<file path="src/rtl/dmem_lsu_pkg.sv">
// Shared funct3 codes, byte-lane masks and FSM state encoding for the dmem load/store unit.
package dmem_lsu_pkg;

    localparam logic [2:0] F3_B  = 3'b000;
    localparam logic [2:0] F3_H  = 3'b001;
    localparam logic [2:0] F3_W  = 3'b010;
    localparam logic [2:0] F3_BU = 3'b100;
    localparam logic [2:0] F3_HU = 3'b101;

    localparam logic [3:0] LANE_B = 4'b0001;
    localparam logic [3:0] LANE_H = 4'b0011;
    localparam logic [3:0] LANE_W = 4'b1111;

    typedef enum logic [1:0] {
        ST_IDLE  = 2'd0,
        ST_ISSUE = 2'd1,
        ST_WAIT  = 2'd2,
        ST_RESP  = 2'd3
    } lsu_state_e;

endpackage

</file>
<file path="src/rtl/dmem_lsu_align.sv">
// Byte-lane steering: store mask/replication, load extraction with sign/zero extension, illegal/misaligned flag.
// Purely combinational; no state, no flow control.
module dmem_lsu_align
    import dmem_lsu_pkg::*;
(
    input  logic        i_we,
    input  logic [2:0]  i_funct3,
    input  logic [1:0]  i_lo,
    input  logic [31:0] i_wdata,
    input  logic [31:0] i_rdata,
    output logic [3:0]  o_w_en,
    output logic [31:0] o_din,
    output logic [31:0] o_rdata,
    output logic        o_err
);

    logic [7:0]  w_byte;
    logic [15:0] w_half;

    assign w_byte = 8'(i_rdata >> {i_lo, 3'b000});
    assign w_half = 16'(i_rdata >> {i_lo[1], 4'b0000});

    // Unsigned variants exist only for loads, so a store with BU/HU encoding is illegal.
    always_comb begin
        o_w_en  = '0;
        o_din   = '0;
        o_rdata = '0;
        o_err   = 1'b0;
        case (i_funct3)
            F3_B: begin
                o_w_en  = LANE_B << i_lo;
                o_din   = {4{i_wdata[7:0]}};
                o_rdata = {{24{w_byte[7]}}, w_byte};
            end
            F3_H: begin
                o_w_en  = LANE_H << i_lo;
                o_din   = {2{i_wdata[15:0]}};
                o_rdata = {{16{w_half[15]}}, w_half};
                o_err   = i_lo[0];
            end
            F3_W: begin
                o_w_en  = LANE_W;
                o_din   = i_wdata;
                o_rdata = i_rdata;
                o_err   = |i_lo;
            end
            F3_BU: begin
                o_rdata = {24'd0, w_byte};
                o_err   = i_we;
            end
            F3_HU: begin
                o_rdata = {16'd0, w_half};
                o_err   = i_we | i_lo[0];
            end
            default: o_err = 1'b1;
        endcase
    end

endmodule

</file>
<file path="src/rtl/dmem_lsu.sv">
// Single-outstanding load/store initiator for dmem; accept->resp_valid is 1 (error), 2 (store), 2+MEM_RD_LAT (load).
// req_ready only in IDLE; response held until resp_ready, so a stalled core blocks further requests.
module dmem_lsu
    import dmem_lsu_pkg::*;
#(
    parameter int ADDR_W     = 32,
    parameter int MEM_RD_LAT = 1
)(
    input  logic              clk,
    input  logic              rst,
    input  logic              req_valid,
    output logic              req_ready,
    input  logic              req_we,
    input  logic [2:0]        req_funct3,
    input  logic [ADDR_W-1:0] req_addr,
    input  logic [31:0]       req_wdata,
    output logic              resp_valid,
    input  logic              resp_ready,
    output logic [31:0]       resp_rdata,
    output logic              resp_err,
    output logic [ADDR_W-1:0] mem_addr,
    output logic [3:0]        mem_w_en,
    output logic [31:0]       mem_din,
    input  logic [31:0]       mem_dout
);

    localparam int CNT_W = (MEM_RD_LAT > 1) ? $clog2(MEM_RD_LAT) : 1;
    localparam logic [CNT_W-1:0] CNT_LAST = CNT_W'((MEM_RD_LAT > 0) ? MEM_RD_LAT - 1 : 0);

    lsu_state_e        r_state, w_next;
    logic              r_we, r_err;
    logic [2:0]        r_funct3;
    logic [ADDR_W-1:0] r_addr;
    logic [31:0]       r_wdata, r_rdata;
    logic [CNT_W-1:0]  r_cnt;

    logic              w_idle, w_accept, w_last, w_capture;
    logic              w_al_we, w_al_err;
    logic [2:0]        w_al_funct3;
    logic [1:0]        w_al_lo;
    logic [3:0]        w_al_w_en;
    logic [31:0]       w_al_din, w_al_rdata;
    logic [ADDR_W-1:0] w_word_addr;

    // In IDLE the aligner looks at the live request so the error decision is ready at the accept edge.
    assign w_idle      = (r_state == ST_IDLE);
    assign w_accept    = req_valid & w_idle;
    assign w_al_we     = w_idle ? req_we : r_we;
    assign w_al_funct3 = w_idle ? req_funct3 : r_funct3;
    assign w_al_lo     = w_idle ? req_addr[1:0] : r_addr[1:0];
    assign w_word_addr = {r_addr[ADDR_W-1:2], 2'b00};
    assign w_last      = (r_state == ST_WAIT) && (r_cnt == CNT_LAST);
    assign w_capture   = ((r_state == ST_ISSUE) && !r_we && (MEM_RD_LAT == 0)) || w_last;

    dmem_lsu_align u_align (
        .i_we     (w_al_we),
        .i_funct3 (w_al_funct3),
        .i_lo     (w_al_lo),
        .i_wdata  (r_wdata),
        .i_rdata  (mem_dout),
        .o_w_en   (w_al_w_en),
        .o_din    (w_al_din),
        .o_rdata  (w_al_rdata),
        .o_err    (w_al_err)
    );

    always_ff @(posedge clk or negedge rst) begin
        if (!rst) r_state <= ST_IDLE;
        else      r_state <= w_next;
    end

    always_comb begin
        w_next = r_state;
        case (r_state)
            ST_IDLE:  if (w_accept) w_next = w_al_err ? ST_RESP : ST_ISSUE;
            ST_ISSUE: w_next = (r_we || MEM_RD_LAT == 0) ? ST_RESP : ST_WAIT;
            ST_WAIT:  if (w_last) w_next = ST_RESP;
            ST_RESP:  if (resp_ready) w_next = ST_IDLE;
            default:  w_next = ST_IDLE;
        endcase
    end

    always_comb begin
        req_ready  = w_idle;
        resp_valid = (r_state == ST_RESP);
        resp_rdata = '0;
        resp_err   = 1'b0;
        mem_addr   = '0;
        mem_w_en   = '0;
        mem_din    = '0;
        case (r_state)
            ST_ISSUE: begin
                mem_addr = w_word_addr;
                if (r_we) begin
                    mem_w_en = w_al_w_en;
                    mem_din  = w_al_din;
                end
            end
            ST_WAIT: mem_addr = w_word_addr;
            ST_RESP: begin
                resp_rdata = r_rdata;
                resp_err   = r_err;
            end
            default: ;
        endcase
    end

    always_ff @(posedge clk or negedge rst) begin
        if (!rst) begin
            r_we     <= 1'b0;
            r_err    <= 1'b0;
            r_funct3 <= '0;
            r_addr   <= '0;
            r_wdata  <= '0;
            r_rdata  <= '0;
            r_cnt    <= '0;
        end else begin
            if (w_accept) begin
                r_we     <= req_we;
                r_err    <= w_al_err;
                r_funct3 <= req_funct3;
                r_addr   <= req_addr;
                r_wdata  <= req_wdata;
                r_rdata  <= '0;
            end
            if (w_capture) r_rdata <= w_al_rdata;
            if (r_state == ST_ISSUE)
                r_cnt <= '0;
            else if ((r_state == ST_WAIT) && !w_last)
                r_cnt <= r_cnt + CNT_W'(1);
        end
    end

endmodule

</file>
<file path="config.mk">
export PLATFORM = sky130hd
export DESIGN_NAME = dmem_lsu
export DESIGN_NICKNAME = d
export VERILOG_FILES = /design/src/rtl/dmem_lsu_pkg.sv /design/src/rtl/dmem_lsu_align.sv /design/src/rtl/dmem_lsu.sv
export SDC_FILE = /design/constraint.sdc
export NUM_CORES = 1
export LEC_CHECK = 0
export BUFFER_PORTS_ARGS = -buffer_cell sky130_fd_sc_hd__buf_4
export CAP_MARGIN = 20
export CORE_MARGIN = 4
export CORE_UTILIZATION = 47
export CTS_BUF_LIST = sky130_fd_sc_hd__clkbuf_4
export CTS_CLUSTER_SIZE = 24
export DETAILED_ROUTE_END_ITERATION = 7
export HOLD_SLACK_MARGIN = 0.02
export PLACE_DENSITY_LB_ADDON = 0.2
export SKIP_CTS_REPAIR_TIMING = 1
export SLEW_MARGIN = 25
export SYNTH_ARGS = -nofsm -noshare
export SYNTH_HDL_FRONTEND = slang
export SYNTH_SLANG_ARGS = --single-unit
export TNS_END_PERCENT = 5
</file>
<file path="constraint.sdc">
create_clock -name clk -period 2.29 [get_ports clk]
set_input_delay 0.458 -clock clk [delete_from_list [all_inputs] [get_ports clk]]
set_output_delay 0.458 -clock clk [all_outputs]
set_load 0.1 [all_outputs]
</file>
==> reports/metrics.cfg <==
[critical_path]
slowest_delay_ns=0.43
reg2regPathDepth=9
crit_buf_inv=3
cp-start-kind=flip-flop
worst_ep_required_time_ns=1.83
critPathMaxFanout=8
cp_slowest_cell=dfrtp_1
critical-path-top-delay-family=flip-flops
path_common_cell=buf_12
arrival_ns=2.45
end_kind=primary output
crit_type=reg -> out
crit_chain=inv_2, ha_4, mux2_4, nand2_2, a21oi_4, buf_12, a22oi_2, nor2_4, buf_12
worst-path-stages=9

[yosys]
ys.flop_type=dfrtp_1
synth_area_um2=5752
avgSynthCellArea_um2=10.46
synth_top_cell_by_area=dfrtp_1
ys_top_cells_by_area=dfrtp_1, mux2_2, and2_1
syn-instance-count=550
yosys.area.top_type_share_pct=45.25
yosysWarnings=0
yosysSeqAreaShare_pct=45.25
async_flop_share_pct=100.0
ys_seq_elements=104
netlist-cell-type-count=54
synth_edf_count=0

[global_routing]
first_global_vias=5512
grt.total_usage_pct=24.52
grt_max_degree=71
antenna_found_initial=0
overflow=0
grt_pass1_wl_um=28180

[floorplan]
rows=40
ios=207
start_util_pct=47.89
die_y_um=118.6
design.die.area_um2=14070
core-area_um2=12010
chipWidth_um=118.6

[route]
top_layer=met4
drt_iter0_drc=503
ant_nets=0
vias_per_cell=5.891
routedLengthMet1_um=7832
num_vias=5514
first_pass_iters=7
wl_um=20330
drc=0
wl_met2_um=10470
wl_per_cell_um=21.72
wl_met3_um=1465

[sta]
tightestPinTransition_ns=0.7239
finalHoldViolCount=0
period_needed_ns=2.903
rsz0062_at_grt=true
setup_violations=95
min_period_over_period_pct=126.8
drv_slew=0
fin_ws_ns=-0.6131
fmax_mhz=344.5
max_slew_margin_pct=51.69
skew_ns=0.01938

[layout]
layout_commonest_cell=buf_4
layout-drive-gt1-share_pct=55.51
finalNetCount=892
antenna_cells=0
layout_common_cells=buf_4, dfrtp_1, mux2_2, buf_12, and2_1
syn_to_final_growth_pct=64.22

[clock_network]
path_clk_slew_ns=0.16
clockBufferDepth=2
htreeDepth=3
ctsRootBufferMaster=clkbuf_4
cts_tree=yes
clkLatencyLatePin_ns=0.48
cts_buffers=9
clock-sinks=104

[placement]
portBuffers=204
globalplace.congestion=0.8808
dp_hpwl_um=12930
dp_slack_ns=-0.2827

[flow_run]
maxCapViolCount=0

[status]
status=finished with violations
violations=negative setup slack

[min_path]
min_path_type=in -> async

## cell usage after synthesis, drive strengths merged, types with 2 or more instances
master   number
a21o          3
a21oi        26
a221o         6
a222oi        9
a22o         10
a22oi        31
a2bb2oi       7
a31oi        19
a32o          2
and2         72
buf          21
clkbuf       22
dfrtp       104
ha            4
inv           6
mux2         72
mux2i        11
nand2        39
nand2b        3
nor2         33
nor2b         7
nor3          3
nor3b         3
o21ai        13
o32ai         2
or2           3
## worst register-to-register path: stages, from the launching register on
cell and delay, ns:
dfrtp_1 0.43, inv_2 0.09, ha_4 0.23, buf_4 0.20
mux2i_4 0.31, buf_4 0.20, nand2b_1 0.16, a22oi_4 0.15
a222oi_1 0.39, o21ai_1 0.11
## stage by stage
stage	util [%]	instance area, um2	setup TNS [ns]	hold slack (ns)	cells
after floorplan	-	6068	-40.78	0.1624	551
after global placement	66.38	7973	-5.015	0.4508	907
after detailed placement	66.38	7973	-7.104	0.4607	907
after CTS	67.66	8127	-33.77	0.08100	923
after global routing	78.64	9445	-35.69	0.09217	936
final	78.64	9445	-22.15	0.06591	936
## sequential cells by signal (all words and copies together) (netlist names)
| signal | cells |
|---|---|
| r_funct3 | 3 |
| r_wdata | 32 |
| r_state | 2 |
| r_err | 1 |
| r_cnt | 1 |
| r_rdata | 32 |
| r_addr | 32 |
| r_we | 1 |
## cell families after synthesis
group / synth area share, %
mux: 16.84
compound gates: 17.25
flops: 45.25
fa+ha+maj: 0.8702
other cells: 0.06520
simple gates: 15.90
buf+inv: 3.829
## routing by layer
metal | up-vias | GRT usage, %
met2 | 280 | 42.02
met1 | 2710 | 30.28
met4 | 0 | 8.979
met5 | - | 0
met3 | 48 | 5.455
li1 | 2476 | -
## worst paths after layout
path / start / endpoint / slack [ns]
worst min-delay path: rst / r_rdata[26] / 0.07
max in group asynchronous: rst / r_funct3[0] / 1.73
worst max-delay path: r_state[0] / mem_din[15] / -0.61
min in group clk: req_addr[9] / r_addr[9] / 0.19
worst max register to register: r_state[0] / r_rdata[9] / -0.08
worst min register to register: r_err / r_err / 0.49
## cell type report
type | instances | area, um2
clock inverter | 7 | 86.33
tap | 147 | 183.9
sequential | 104 | 2603
timing repair buffer | 265 | 3043
multi-input combinational | 398 | 3440
clock buffer | 9 | 67.56
inverter | 6 | 22.52
fill | 744 | 2566
Power is left out: the tool's default activity adds up to more than one toggle a clock period on the data nets, which glitch-free logic cannot reach.
